===== src/rtl/pipe_stage_reg.sv =====
// Reusable inter-stage pipeline register: main register M plus a one-entry skid
// buffer S under a valid/ready handshake, with flush-to-bubble and a stall counter.
module pipe_stage_reg #(
   parameter int unsigned PAYLOAD_W     = 192,
   parameter int unsigned INSTR_W       = 32,
   parameter int unsigned PC_W          = 32,
   parameter int unsigned FLUSH_KEEP_PC = 1,
   parameter int unsigned CNT_W         = 16
) (
   input  logic                 clk,
   input  logic                 reset,
   input  logic                 in_valid,
   output logic                 in_ready,
   input  logic [INSTR_W-1:0]   in_instr,
   input  logic [PC_W-1:0]      in_pc,
   input  logic [PAYLOAD_W-1:0] in_payload,
   input  logic                 flush,
   output logic                 out_valid,
   input  logic                 out_ready,
   output logic [INSTR_W-1:0]   out_instr,
   output logic [PC_W-1:0]      out_pc,
   output logic [PAYLOAD_W-1:0] out_payload,
   output logic [CNT_W-1:0]     stall_cnt
);

   logic                 m_valid;
   logic [INSTR_W-1:0]   m_instr;
   logic [PC_W-1:0]      m_pc;
   logic [PAYLOAD_W-1:0] m_payload;

   logic                 s_valid;
   logic [INSTR_W-1:0]   s_instr;
   logic [PC_W-1:0]      s_pc;
   logic [PAYLOAD_W-1:0] s_payload;

   logic acc;
   logic drain;

   // Ready depends only on skid occupancy, so out_ready never reaches in_ready.
   assign in_ready = ~s_valid;
   assign acc      = in_valid & ~s_valid;
   assign drain    = m_valid & out_ready;

   always_ff @(posedge clk) begin
      if (reset) begin
         m_valid   <= 1'b0;
         m_instr   <= '0;
         m_pc      <= '0;
         m_payload <= '0;
         s_valid   <= 1'b0;
         s_instr   <= '0;
         s_pc      <= '0;
         s_payload <= '0;
      end else if (flush) begin
         m_valid   <= 1'b0;
         m_instr   <= '0;
         m_payload <= '0;
         m_pc      <= (FLUSH_KEEP_PC != 0) ? m_pc : '0;
         s_valid   <= 1'b0;
      end else if (!m_valid || drain) begin
         if (s_valid) begin
            m_valid   <= 1'b1;
            m_instr   <= s_instr;
            m_pc      <= s_pc;
            m_payload <= s_payload;
            s_valid   <= acc;
            if (acc) begin
               s_instr   <= in_instr;
               s_pc      <= in_pc;
               s_payload <= in_payload;
            end
         end else if (acc) begin
            m_valid   <= 1'b1;
            m_instr   <= in_instr;
            m_pc      <= in_pc;
            m_payload <= in_payload;
         end else begin
            // Bubble: instr forced to NOP, pc/payload keep the last entry.
            m_valid <= 1'b0;
            m_instr <= '0;
         end
      end else if (acc) begin
         s_valid   <= 1'b1;
         s_instr   <= in_instr;
         s_pc      <= in_pc;
         s_payload <= in_payload;
      end
   end

   always_ff @(posedge clk) begin
      if (reset) begin
         stall_cnt <= '0;
      end else if (m_valid && !out_ready && (stall_cnt != '1)) begin
         stall_cnt <= stall_cnt + 1'b1;
      end
   end

   assign out_valid   = m_valid;
   assign out_instr   = m_instr;
   assign out_pc      = m_pc;
   assign out_payload = m_payload;

endmodule


===== config.mk =====
export PLATFORM = sky130hd
export DESIGN_NAME = pipe_stage_reg
export DESIGN_NICKNAME = d
export VERILOG_FILES = /design/src/rtl/pipe_stage_reg.sv
export SDC_FILE = /design/constraint.sdc
export NUM_CORES = 1
export LEC_CHECK = 0
export ABC_CLOCK_PERIOD_IN_PS = 2220
export CORE_MARGIN = 10
export CORE_UTILIZATION = 49
export DETAILED_ROUTE_END_ITERATION = 6
export PLACE_DENSITY = 0.78
export SYNTH_ARGS = -nofsm -noshare
export SYNTH_HDL_FRONTEND = slang
export SYNTH_SLANG_ARGS = --single-unit

===== constraint.sdc =====
create_clock -name clk -period 2.22 [get_ports clk]
set_input_delay 0.222 -clock clk [delete_from_list [all_inputs] [get_ports clk]]
set_output_delay 0.222 -clock clk [all_outputs]
set_load 0.005 [all_outputs]

==> results.toml <==
[yosys]
synth_warnings = 0
async_flop_share = 0
yosysSeqAreaShare = 0.5116
synth_seq_cells = 530
synth_cell_types = 38
synth_area_um2 = 20740
synth-edff-count = 0
syn-num-nets = 2659
yosys_most_used_dff = "dfxtp_1"
syn_inst = 2397
syn_area_per_cell_um2 = 8.653

[setup_path]
cp_max_fo = 27
path_class = "reg -> out"
start_kind = "flip-flop"
required_ns = 2.00
cp_data_arrival_time_ns = 1.75
crit_path_end_kind = "output port"

[sta]
tightest_slew_ns = 0.8702
drv_slew = 0
timing.fmax_mhz = 506.2
hold_viol = 0
post-route-min-period_ns = 1.975
grt_setup_unrepaired = "no"
clock_skew_ns = 0.01115
finalCritPeriodShare = 0.8898
setup_ws_ns = 0.2446
setup_violations = 0
setup-tns-final_ns = 0
relSlewSlack = 0.4199

[clock_network]
cts_buffer_depth = 3
clock_latency_ns = 0.60
path_clk_slew_ns = 0.06
clkSinkCount = 530
cts_tree = "built"
htree_levels = 2
cts_buffers = 55
clockRootBuffer = "clkbuf_16"

[cells_and_area]
area_growth_syn_to_layout_pct = 38.24
finalNetCount = 3109
mostFrequentLayoutCells = "533 x clkdlybuf4s50_1, 529 x dfxtp_1, 515 x nand2_1"
final_cells = 3441
drive_gt1_frac = 0.05652
layout.cells.most_common = "clkdlybuf4s50_1"

[power]
peakVddDrop_mv = 0.6192
leakagePower_uw = 0.009756
power_density_nw_per_um2 = 735.1

[routing]
vias = 18970
wl_met1_um = 25190
viasPerCell = 5.513
top_layer_used = "met5"
first_iter_violations = 1298
wl_per_cell_um = 19.56
dr_wl_met2_um = 32840
wirelength_um = 67300
met3_length_um = 5876
drcViolationCount = 0
drt_first_pass_iters = 6
ant_nets = 0

[grt]
grt_pass1_wl_um = 102700
grt_pass1_vias = 18580
antenna_found_initial = 23
grt_max_degree = 165
grt_use_total = 0.2510
grt.overflow.total = 0

[floorplanning]
ios = 535
die_width_um = 225.7
die_h_um = 225.7
die_area_um2 = 50960
start_util = 0.4945
num_rows = 75
core_area_um2 = 41950

[run_status]
status = "finished clean"

[flow_run]
cap_violations = 0

[min_path]
hold_class = "in -> reg"

[placed_design]
dp_slack_ns = 0.1592
routabilityCongestion = 0.8513
dp_hpwl_um = 46890
place_inst = 3325
io_buffers = 534
timing repair:
item | 4_1_cts | 5_1_grt
hold endpoints to repair | 21 | 0
cloned | 0 | 0
hold buffers | 1 | 0
endpoints found under the setup margin | 1 | 1
setup buffers | 1 | 2
resized for setup | 0 | 1
where the power goes:
group / internal (uW) / total [uW] / leakage [uW] / switching (uW)
combinational: 1140 / 2110 / 0.00457 / 968
clock: 5310 / 9030 / 0.000876 / 3720
sequential: 9770 / 9930 / 0.00431 / 163
per-stage QoR:
step / power (uW) / instance area [um^2] / util / hold slack, ns
6_report: 21080 / 28670 / 0.6836 / 0.1912
5_1_grt: 21780 / 28670 / 0.6835 / 0.1849
3_3_place_gp: 12180 / 26810 / 0.6391 / 0.4407
4_1_cts: 21250 / 28600 / 0.6819 / 0.1583
2_1_floorplan: 10910 / 20740 / - / 0.3580
3_5_place_dp: 12230 / 26810 / 0.6391 / 0.4461
cells by family (layout without fill, tap and decap cells):
| logic type | Yosys count | in the layout | synth area share |
|---|---|---|---|
| AO/OA/AOI/OAI | 540 | 540 | 0.1625 |
| adder cells (fa/ha/maj) | 1 | 1 | 0.0006031 |
| buffers and inverters | 213 | 700 | 0.04361 |
| flip-flops | 530 | 530 | 0.5116 |
| multiplexers | 227 | 227 | 0.1096 |
| other | 0 | 18 | 0 |
| AND/OR/NAND/NOR | 886 | 886 | 0.1721 |
metal layers:
metal,vias to the layer above,GRT usage
li1,9207,-
met3,168,0.08341
met2,615,0.4200
met4,10,0.1353
met5,-,0
met1,8971,0.2778
Yosys cell counts, types with 2 or more instances:
cell / instances / area, um^2
and4_1: 2 / 17.52
or4_1: 2 / 15.01
or2_2: 2 / 12.51
clkbuf_1: 113 / 424.2
o21ai_0: 8 / 40.04
inv_1: 3 / 11.26
a211oi_1: 256 / 1922
o31ai_1: 3 / 22.52
nor4_1: 2 / 12.51
buf_2: 80 / 400.4
nor3_1: 37 / 185.2
nand3_1: 7 / 35.03
dfxtp_1: 530 / 10610
a21oi_1: 268 / 1341
or3_1: 5 / 31.28
nor2b_1: 3 / 18.77
nand4_1: 2 / 12.51
nor2_1: 266 / 998.5
mux2i_1: 226 / 2262
buf_1: 15 / 56.30
nand4_2: 2 / 25.02
nand2_1: 515 / 1933
and2_1: 2 / 12.51
and3_1: 34 / 212.7
cell type report:
class / count / area (um^2)
Clock inverter: 9 / 82.58
Timing Repair Buffer: 603 / 6295
Multi-Input combinational cell: 1654 / 9259
Fill cell: 3260 / 13270
Sequential cell: 530 / 10610
Tap cell: 539 / 674.4
Inverter: 3 / 11.26
Clock buffer: 85 / 1692
Antenna cell: 18 / 45.04
worst max-delay path, cell delays in order, from the launching register on:
cell and delay, ns:
dfxtp_4 0.36, buf_16 0.19, inv_1 0.09, clkdlybuf4s50_1 0.51
final timing paths:
path	to	startpoint	depth (start not counted)	slack, ns
min reg2reg	s_payload[96]	s_payload[96]	2	0.45
min	s_instr[10]	in_instr[10]	3	0.19
max reg2reg	stall_cnt[14]	stall_cnt[0]	5	0.31
max	in_ready	s_valid	3	0.24
sequential cells by signal, summed over array words and instances (netlist names):
name	count
out_payload	192
s_payload	192
out_instr	32
out_pc	32
s_instr	32
s_pc	32
stall_cnt	16
out_valid	1
s_valid	1
No activity file was read; power rests on OpenSTA's default activity.
==> patch 1 (same settings) <==
Change the parameter `PC_W` from 32 to 36.
--- a/src/rtl/pipe_stage_reg.sv
+++ b/src/rtl/pipe_stage_reg.sv
@@ -3,7 +3,7 @@
 module pipe_stage_reg #(
    parameter int unsigned PAYLOAD_W     = 192,
    parameter int unsigned INSTR_W       = 32,
-   parameter int unsigned PC_W          = 32,
+   parameter int unsigned PC_W          = 36,
    parameter int unsigned FLUSH_KEEP_PC = 1,
    parameter int unsigned CNT_W         = 16
 ) (
Interface: changed (resized in_pc and out_pc); port bits go from 535 to 543. The function was not compared with the original's and may differ.
==> patch 1 against the original RTL <==
Non-clock buffer count grew 11. Register-to-register slack is essentially flat. Combinational power grew 3%. Synthesized area grew 1.2%. Routed wire length grew 3.5%. Cell area grew 2.0%. Total power grew 1.3%. Count of clock-buffer cells in the layout shrank 5. Clock skew grew 0.0055 ns. Setup slack gained 0.037 ns. Sequential cell count grew 8. Critical path type unchanged.
==> patch 1: results (changes against the original RTL) <==
| Metric | Value |
|---|---|
| CP Capture Point | in_ready |
| Global placer's final weighted congestion | 0.859 (+0.86%) |
| GRT Util Overall | 0.257 (+0.00578) |
| Synth top cells by count | dfxtp_1, nand2_1, nor2_1 |
| Peak supply drop | 713 uV (+15%) |
| Synth top area cells | dfxtp_1, mux2i_1, nand2_1 |
| Yosys cell types | 42 (+11%) |
| Fin nets | 3,157 (+1.5%) |
| CTS Buffer Depth | 3 (unchanged) |
| Initial DRC count | 1,385 (+6.7%) |
| Syn_nets | 2,698 (+1.5%) |
| Global-route wire length before repair | 106,000 um (+2.7%) |
| Slew of the pin with the lowest slew margin | 0.818 ns (-0.0526 ns) |
| Pre-CTS setup slack | 0.170 ns (+0.0108 ns) |
| CP startpoint | s_valid |
| Final clock skew | 0.0167 ns (+0.00550 ns) |
| Worst r2r src | stall_cnt[2] |
| DP Wirelength | 48,800 um (+4.1%) |
| Reg clk slew, reported paths | 0.06 ns (about the same) |
| R2R Path End | stall_cnt[11] |
| Worst reg2reg path depth | 4 (-1) |
| YS warnings | 0 (unchanged) |
| Largest net degree at the start of global routing | 153 (-7.3%) |
| Hold depth | 3 (unchanged) |
| Initial antenna violation count | 25 (+8.7%) |
| I/O Buffers | 542 (+1.5%) |
| Final WL | 69,700 um (+3.5%) |
| DR pass1 iterations | 5 (-1) |
| Worst-path fanout max | 7 (-74%) |
| Final Cycle Share | 0.873 (-0.0167) |
| Sequential area share after synthesis | 0.513 (+0.00144) |
| Vias | 19,304 (+1.8%) |
| Layout cells sized above 1 | 0.0570 (+0.000478) |
| Pleak | 9.93 nW (+1.7%) |
| Status | complete, no violations |
| DP Area | 0.0274 mm^2 (+2.2%) |
| Arrival time at the worst endpoint | 1.72 ns (-0.03 ns) |
[patch 1: how the worst min path moves through the flow]
stage                     slack, ns           start        endpoint
after floorplan                0.36     in_instr[0]      s_instr[0]
after global placement         0.44   s_payload[50]   s_payload[50]
after detailed placement       0.45  s_payload[141]  s_payload[141]
after CTS                      0.16    in_instr[17]     s_instr[17]
after global routing           0.19   in_payload[6]    s_payload[6]
final                          0.19    in_instr[23]     s_instr[23]
[patch 1: cell families (layout without fill, tap and decap cells)]
kind of cell / count (synthesis) / after routing / synth area share
fa+ha+maj: 1 / 1 / 0.000596
other cells: 0 / 20 / 0
flops: 538 / 538 / 0.513
buf+inv: 217 / 715 / 0.0405
xor+xnor: 2 / 2 / 0.000834
compound gates: 548 / 548 / 0.164
mux: 229 / 229 / 0.109
simple gates: 897 / 897 / 0.172
[patch 1: final cells by class]
| type | instances | area [um^2] |
|---|---|---|
| fillers | 3181 | 12900 |
| flip-flops and latches | 538 | 10800 |
| multi-input cells | 1677 | 9410 |
| repair buffers | 614 | 6540 |
| clock buffers | 80 | 1600 |
| well taps | 539 | 674 |
| clock inverters | 16 | 174 |
| diodes | 20 | 50.0 |
| inverters | 5 | 18.8 |
[patch 1: power breakdown]
group	leakage (nW)	internal [mW]	switching (mW)
registers	4.37	9.92	0.166
logic	4.69	1.17	0.996
clock network	0.869	5.32	3.78
[patch 1: metrics by stage]
stage	hold WS (ns)	cells
6_report	0.192	3489
5_1_grt	0.186	3486
4_1_cts	0.165	3469
3_5_place_dp	0.446	3372
3_3_place_gp	0.440	3372
2_1_floorplan	0.358	2432
[patch 1: timing repair]
action	4_1_cts	5_1_grt
endpoints found under the hold margin	19	0
hold buffers	1	0
buffers inserted	0	0
[patch 1: metal layers]
layer  part of all wire  global-route usage
met2               0.49               0.439
met4              0.047               0.129
met5             0.0011                   0
met3              0.079              0.0762
met1               0.38               0.287
[patch 1: worst max-delay path: stages (launching register included)]
cell             delay (ns)
dfxtp_4                0.39
inv_1                  0.17
clkdlybuf4s50_1        0.56
==> patch 2 (same flow settings) <==
Made on the original files. Register the output `stall_cnt` once more, without a reset; this adds one clock of latency there. The other outputs are not delayed to match.
--- a/src/rtl/pipe_stage_reg.sv
+++ b/src/rtl/pipe_stage_reg.sv
@@ -22,6 +22,8 @@
    output logic [PAYLOAD_W-1:0] out_payload,
    output logic [CNT_W-1:0]     stall_cnt
 );
+
+   logic [CNT_W-1:0] stall_cnt_s0;
 
    logic                 m_valid;
    logic [INSTR_W-1:0]   m_instr;
@@ -89,9 +91,9 @@
 
    always_ff @(posedge clk) begin
       if (reset) begin
-         stall_cnt <= '0;
-      end else if (m_valid && !out_ready && (stall_cnt != '1)) begin
-         stall_cnt <= stall_cnt + 1'b1;
+         stall_cnt_s0 <= '0;
+      end else if (m_valid && !out_ready && (stall_cnt_s0 != '1)) begin
+         stall_cnt_s0 <= stall_cnt_s0 + 1'b1;
       end
    end
 
@@ -100,5 +102,9 @@
    assign out_pc      = m_pc;
    assign out_payload = m_payload;
 
+   always_ff @(posedge clk) begin
+      stall_cnt <= stall_cnt_s0;
+   end
+
 endmodule
 
Check against the original RTL: not settled (the Yosys comparison gave no result); the edit may change what the design does.
==> patch 2 against the original RTL <==
Synthesized area rose by 2.2%. Combinational power barely moved. Routed wire length rose by 2.0%. Setup slack got worse by 0.092 ns. Cell area rose by 1.1%. Utilization fell by 0.74 points. Total power rose by 2.1%. Sequential cell count rose by 16. Worst hold slack improved by 0.011 ns.
==> patch 2: results (changes against the original RTL) <==
| Metric | Value |
|---|---|
| Status | complete, no violations |
| Arrival time at the worst endpoint | 1.85 ns (+0.10 ns) |
| Worst reg2reg path depth | 5 (unchanged) |
| Clock power share | 0.428 (about the same) |
| Switching power | 4.94 mW (+1.9%) |
| Cell count after synthesis | 2,411 (+0.58%) |
| Peak supply drop | 514 uV (-17%) |
| Post-Layout Cell Count | 3,501 (+1.7%) |
| Synth top area cells | dfxtp_1, mux2i_1, nand2_1 |
| GRT Util Overall | 0.249 (-0.00238) |
| Worst r2r src | out_valid |
| R2R Path End | s_payload[90] |
| Worst Hold Launch | in_payload[176] |
| Worst Hold Path EP | s_payload[176] |
| Sequential area share after synthesis | 0.516 (+0.00418) |
| Worst-path fanout max | 19 (-30%) |
| Largest net degree at the start of global routing | 140 (-15%) |
| DR pass1 iterations | 5 (-1) |
| Fillcell total | 3,293 (+1.0%) |
| Layout cells sized above 1 | 0.0549 (-0.00162) |
| Reg clk slew, reported paths | 0.06 ns (about the same) |
| CP startpoint | s_valid |
| Global-route wire length before repair | 105,000 um (+2.6%) |
| Initial DRC count | 1,334 (+2.8%) |
| Final clock skew | 0.0136 ns (+0.00245 ns) |
| Global placer's final weighted congestion | 0.851 (about the same) |
| DP Wirelength | 47,500 um (+1.3%) |
| Mean number of vias per cell | 5.49 (-0.40%) |
| TritonCTS Buffers | 54 (-1.8%) |
| Initial antenna violation count | 22 (-4.3%) |
| Placed insts | 3,378 (+1.6%) |
| Synth top cells by count | dfxtp_1, nand2_1, a21oi_1 |
| WL/cell | 19.6 um (+0.28%) |
| Final Hold Slack | 0.202 ns (+0.0108 ns) |
| Pleak | 9.85 nW (+0.92%) |
| Total global routing overflow | 0 (unchanged) |
| Fin nets | 3,116 (+0.23%) |
==> patch 2: metrics by stage <==
stage               instance area [um^2]  power [mW]  worst slack [ns]
detailed placement                 27100        12.5             0.115
finish                             29000        21.5             0.152
CTS                                28900        21.7            0.0218
floorplan                          21200        11.2             0.613
global placement                   27100        12.5             0.154
global route                       29000        22.2             0.100
==> patch 2: area by class of cell <==
class / instances / area, um^2 / area share
multi-input cells: 1651 / 9290 / 0.320
repair buffers: 596 / 6170 / 0.213
well taps: 585 / 732 / 0.0252
flip-flops and latches: 546 / 10900 / 0.377
inverters: 5 / 22.5 / 0.000777
diodes: 20 / 50.0 / 0.00173
clock buffers: 91 / 1730 / 0.0598
clock inverters: 7 / 66.3 / 0.00229
==> patch 2: worst min-delay path: stages <==
cell and delay (ns):
clkdlybuf4s50_1 0.41, nand2_1 0.06, a21oi_1 0.05
==> patch 2: cell families (layout without fill, tap and decap cells) <==
group                    Yosys count  count (layout)  synth area share
flip-flops                       546             546             0.516
adder cells (fa/ha/maj)            1               1          0.000590
multiplexers                     226             226             0.107
other                              0              20                 0
AND/OR/NAND/NOR                  883             883             0.171
AO/OA/AOI/OAI                    541             541             0.159
buffers and inverters            214             699            0.0473
==> patch 2: per-layer routing <==
layer  wire [um]  up-vias  global-route usage  part of all wire
met4        3230        6               0.130             0.047
li1            -     9261                   -                 -
met5          45        -                   0           0.00066
met1       26900     9094               0.290              0.39
met3        5690      177              0.0725             0.083
met2       32800      686               0.409              0.48
==> patch 2: timing repair <==
action,4_1_cts,5_1_grt
hold buffers,1,0
buffers inserted,0,4
endpoints found under the hold margin,28,0
endpoints found under the setup margin,0,1
gates resized for setup,0,1
